[src/rtl/spi_word_gen.sv]
// Transmit-word source for the SPI block: advances master/slave words after each transfer
// (hold / increment / LFSR / debounced button step) and counts completed transfers.
module spi_word_gen #(
  parameter int              WIDTH           = 13,
  parameter logic [WIDTH-1:0] MTX_INIT       = 13'h1dad,
  parameter logic [WIDTH-1:0] STX_INIT       = 13'h0ced,
  parameter logic [WIDTH-1:0] LFSR_POLY      = 13'h100d,
  parameter int              DEBOUNCE_CYCLES = 270000
) (
  input  logic             clk,
  input  logic             rst,
  input  logic             load,
  input  logic [1:0]       mode,
  input  logic             step_btn,
  output logic [WIDTH-1:0] mtx_dat,
  output logic [WIDTH-1:0] stx_dat,
  output logic             adv,
  output logic [15:0]      xfer_count
);

  localparam int DB_W = (DEBOUNCE_CYCLES > 2) ? $clog2(DEBOUNCE_CYCLES) : 1;
  localparam logic [DB_W-1:0] DB_LAST = DB_W'(DEBOUNCE_CYCLES - 1);

  typedef enum logic [1:0] {
    MODE_HOLD = 2'b00,
    MODE_INC  = 2'b01,
    MODE_LFSR = 2'b10,
    MODE_STEP = 2'b11
  } mode_t;

  logic            load_q;
  logic            sync1;
  logic            sync2;
  logic            btn_state;
  logic [DB_W-1:0] db_cnt;
  logic            press;
  logic            done;
  logic            adv_ev;

  assign done   = load_q & ~load;
  assign adv_ev = (mode == MODE_STEP) ? press : done;

  function automatic logic [WIDTH-1:0] next_word(input logic [WIDTH-1:0] w,
                                                 input logic [1:0]       m);
    logic [WIDTH-1:0] r;
    r = w;
    case (m)
      MODE_HOLD: r = w;
      // An all-zero register would lock the LFSR, so reseed with 1
      MODE_LFSR: r = (w == '0) ? WIDTH'(1) : ((w >> 1) ^ (w[0] ? LFSR_POLY : '0));
      default:   r = w + WIDTH'(1);
    endcase
    return r;
  endfunction

  always_ff @(posedge clk) begin
    if (!rst) begin
      load_q     <= 1'b0;
      sync1      <= 1'b1;
      sync2      <= 1'b1;
      btn_state  <= 1'b1;
      db_cnt     <= '0;
      press      <= 1'b0;
      mtx_dat    <= MTX_INIT;
      stx_dat    <= STX_INIT;
      adv        <= 1'b0;
      xfer_count <= 16'h0000;
    end else begin
      load_q <= load;
      sync1  <= step_btn;
      sync2  <= sync1;
      press  <= 1'b0;
      adv    <= adv_ev;

      if (sync2 == btn_state) begin
        db_cnt <= '0;
      end else if (db_cnt == DB_LAST) begin
        btn_state <= sync2;
        db_cnt    <= '0;
        press     <= ~sync2;
      end else begin
        db_cnt <= db_cnt + DB_W'(1);
      end

      if (adv_ev) begin
        mtx_dat <= next_word(mtx_dat, mode);
        stx_dat <= next_word(stx_dat, mode);
      end

      if (done && (xfer_count != 16'hffff)) begin
        xfer_count <= xfer_count + 16'd1;
      end
    end
  end

endmodule

[config.mk]
export PLATFORM = sky130hd
export DESIGN_NAME = spi_word_gen
export DESIGN_NICKNAME = d
export VERILOG_FILES = /design/src/rtl/spi_word_gen.sv
export SDC_FILE = /design/constraint.sdc
export NUM_CORES = 1
export LEC_CHECK = 0
export ABC_AREA = 1
export CELL_PAD_IN_SITES_DETAIL_PLACEMENT = 1
export CELL_PAD_IN_SITES_GLOBAL_PLACEMENT = 1
export CORE_ASPECT_RATIO = 0.75
export CORE_MARGIN = 1.5
export CORE_UTILIZATION = 39
export CTS_CLUSTER_DIAMETER = 30
export CTS_CLUSTER_SIZE = 24
export DETAILED_ROUTE_END_ITERATION = 8
export MAX_ROUTING_LAYER = met4
export PLACE_DENSITY_LB_ADDON = 0.1
export SYNTH_ARGS = -nofsm -noshare
export SYNTH_HDL_FRONTEND = slang
export SYNTH_SLANG_ARGS = --single-unit
export TNS_END_PERCENT = 50
[constraint.sdc]
create_clock -name clk -period 1.8 [get_ports clk]
set_input_delay 0.36 -clock clk [delete_from_list [all_inputs] [get_ports clk]]
set_output_delay 0.36 -clock clk [all_outputs]
set_load 0.03 [all_outputs]
==> flow_metrics.tcl <==
set metrics [dict create \
    fillCellCount 1312 \
    hold_buffers 0 \
    cp_slowest_cell "clkdlybuf4s50_1" \
    grt_max_degree 20 \
    critPathMaxStageDelay_ps 690 \
    seq_power_share 0.404 \
    synthArstFlopShare 0 \
    arrival_ps 1380 \
    antenna_cells 0 \
    final-setup-viol-count 0 \
    start_util 0.4025 \
    syn_nets 622 \
    final_util 0.5187 \
    worstMarginPinSlew_ps 449.6 \
    cp-start-kind "flip-flop" \
    drt_iter0_markers 206 \
    grt_pass1_vias 4286 \
    synth.area.top_cells "dfxtp_1 34%, nand2_1 17%, a21oi_1 7.4%" \
    power_frac_comb 0.137 \
    netSwitchingPower_mw 1.123 \
    holdWs_ps 419.3 \
    syn_area_um2 3902 \
    place_inst 804 \
    die_h_um 89.63 \
    wl_per_cell_um 15.39 \
    netSwitchingFraction 0.2865 \
    synthCells 610 \
    power_per_cell_area_nw_per_um2 779.3 \
    ys_dominant_reg_cell "dfxtp_1" \
    ios 49 \
    ys_seq_area_frac 0.3437 \
    dpl_cell_area_um2 4730 \
    die_w_um 118.5 \
    clock_path_buffers 2 \
    grt_pass1_wl_um 20890 \
    cts_tree "built" \
    synth_top_cell_area_share 0.3437 \
    htreeDepth 3 \
    fmax_ghz 0.5739 \
    vias_per_cell 5.228 \
    place_congestion 0.8538 \
    finalSetupTns_ps 0 \
    stdcell_area_um2 5030 \
    max-slew-margin-rel 0.6980 \
    synth_cell_types 32 \
    cp-end-kind "primary output" \
    crit_type "flip-flop to primary output" \
    cp_cell_sequence "clkdlybuf4s50_1" \
    nets 695 \
    outcome "completed" \
    cts.sinks 67 \
    routed-via-count 4287 \
    clkTransAtPathRegs_ps 60 \
    fin_skew_ps 5.816 \
    instances_no_fill 820 \
    final_cell_mix "177 x nand2_1, 67 x dfxtp_1, 64 x inv_1, 58 x a21oi_1, 54 x nor2_1" \
    antenna_found_initial 0 \
    vdd_drop_max_mv 0.4655 \
    clk_latency_ps 330 \
    slew_viol_final 0 \
    max_cap_violations 0 \
    clockPowerShare 0.460 \
    fin_crit_ps 1742 \
    hold_violations 0 \
    drive_gt1_frac 0.09593 \
    path_delay_family "buffers and inverters" \
    die_area_um2 10620 \
    rsz0062_at_grt "yes" \
    synthToLayoutAreaGrowth_pct 28.89 \
    power.internal_mw 2.797 \
    post-route-drc-count 0 \
    overflow 0 \
    path_buf_inv 1 \
    yosysTopAreaCell "dfxtp_1" \
    ant_nets 0 \
    rows 31 \
    grt_usage 0.2530 \
    power_mw 3.920 \
    synth_edf_count 0 \
    dr.pass1.iters 4 \
    yosys_warnings 0 \
    core_um2 9697 \
    timing.final.ws_setup_ps 57.68 \
    pre_cts_slack_ps -234.8 \
    final_common_cell "nand2_1" \
    clockRootBuffer "clkbuf_16" \
    io_buffers 48 \
    dp_hpwl_um 9236 \
    synth_seq_cells 67 \
    cts_buffers 9 \
    wl_um 12620 \
    crit_fanout 4 \
    postSynthAreaPerCell_um2 6.398 \
    p_leak_nw 2.241 \
    finalCritPeriodShare 0.9680 \
    hold_path_class "flip-flop to flip-flop" \
    critical_path_required_ps 1440 \
]
[sequential cells by signal (all words and copies together), names as in the netlist]
name        count
sync1           1
sync2           1
xfer_count     16
db_cnt         19
adv             1
press           1
load_q          1
btn_state       1
stx_dat        13
mtx_dat        13
[layer usage]
metal	GRT usage	vias up	part of all wire
met4	0.05696	0	0.0096
li1	-	2139	-
met2	0.4286	73	0.48
met5	-	-	0
met3	0.05429	16	0.033
met1	0.3149	2059	0.48
[Yosys cell counts, types with 6 or more instances]
cell type and n:
buf_2 7, dfxtp_1 67, a21oi_1 58, nand4_1 19, ha_1 6, xnor2_1 6
nor2_1 56, clkbuf_1 7, inv_1 64, nand2_1 177, nand3_1 45, nor3_1 21
o21ai_0 34, xor2_1 11
[layout make-up]
class,count,area [um2],area share
well taps,132,165.2,0.03284
clock inverters,7,75.07,0.01493
multi-input cells,458,2222,0.4418
flip-flops and latches,67,1341,0.2667
clock buffers,9,225.2,0.04478
repair buffers,81,753.2,0.1498
inverters,66,247.7,0.04925
[cell families after synthesis]
group / synth area share
compound gates: 0.1369
fa+ha+maj: 0.01924
simple gates: 0.3719
flops: 0.3437
buf+inv: 0.09009
xor+xnor: 0.03815
[final timing paths]
kind            startpoint       endpoint  slack, ps  cells after the start
max            mtx_dat[10]    mtx_dat[10]         60                      1
min                  sync1          sync2        420                      1
max reg2reg  xfer_count[0]  xfer_count[4]        140                      8
min reg2reg          sync1          sync2        420                      1
[power by group through the flow]
stage,Combinational (mW),Sequential [mW],Clock [mW]
after floorplan,0.246,1.68,0
after global placement,0.530,1.61,0
after detailed placement,0.544,1.61,0
after CTS,0.531,1.58,1.85
after global routing,0.583,1.59,1.90
final,0.535,1.58,1.80
[what timing repair did]
item,in CTS,in global routing
setup endpoints to repair,28,18
setup buffers,0,0
gates resized for setup,28,13
pin swaps,0,0
endpoints found under the hold margin,0,0
Power figures use the tool's default switching activity.
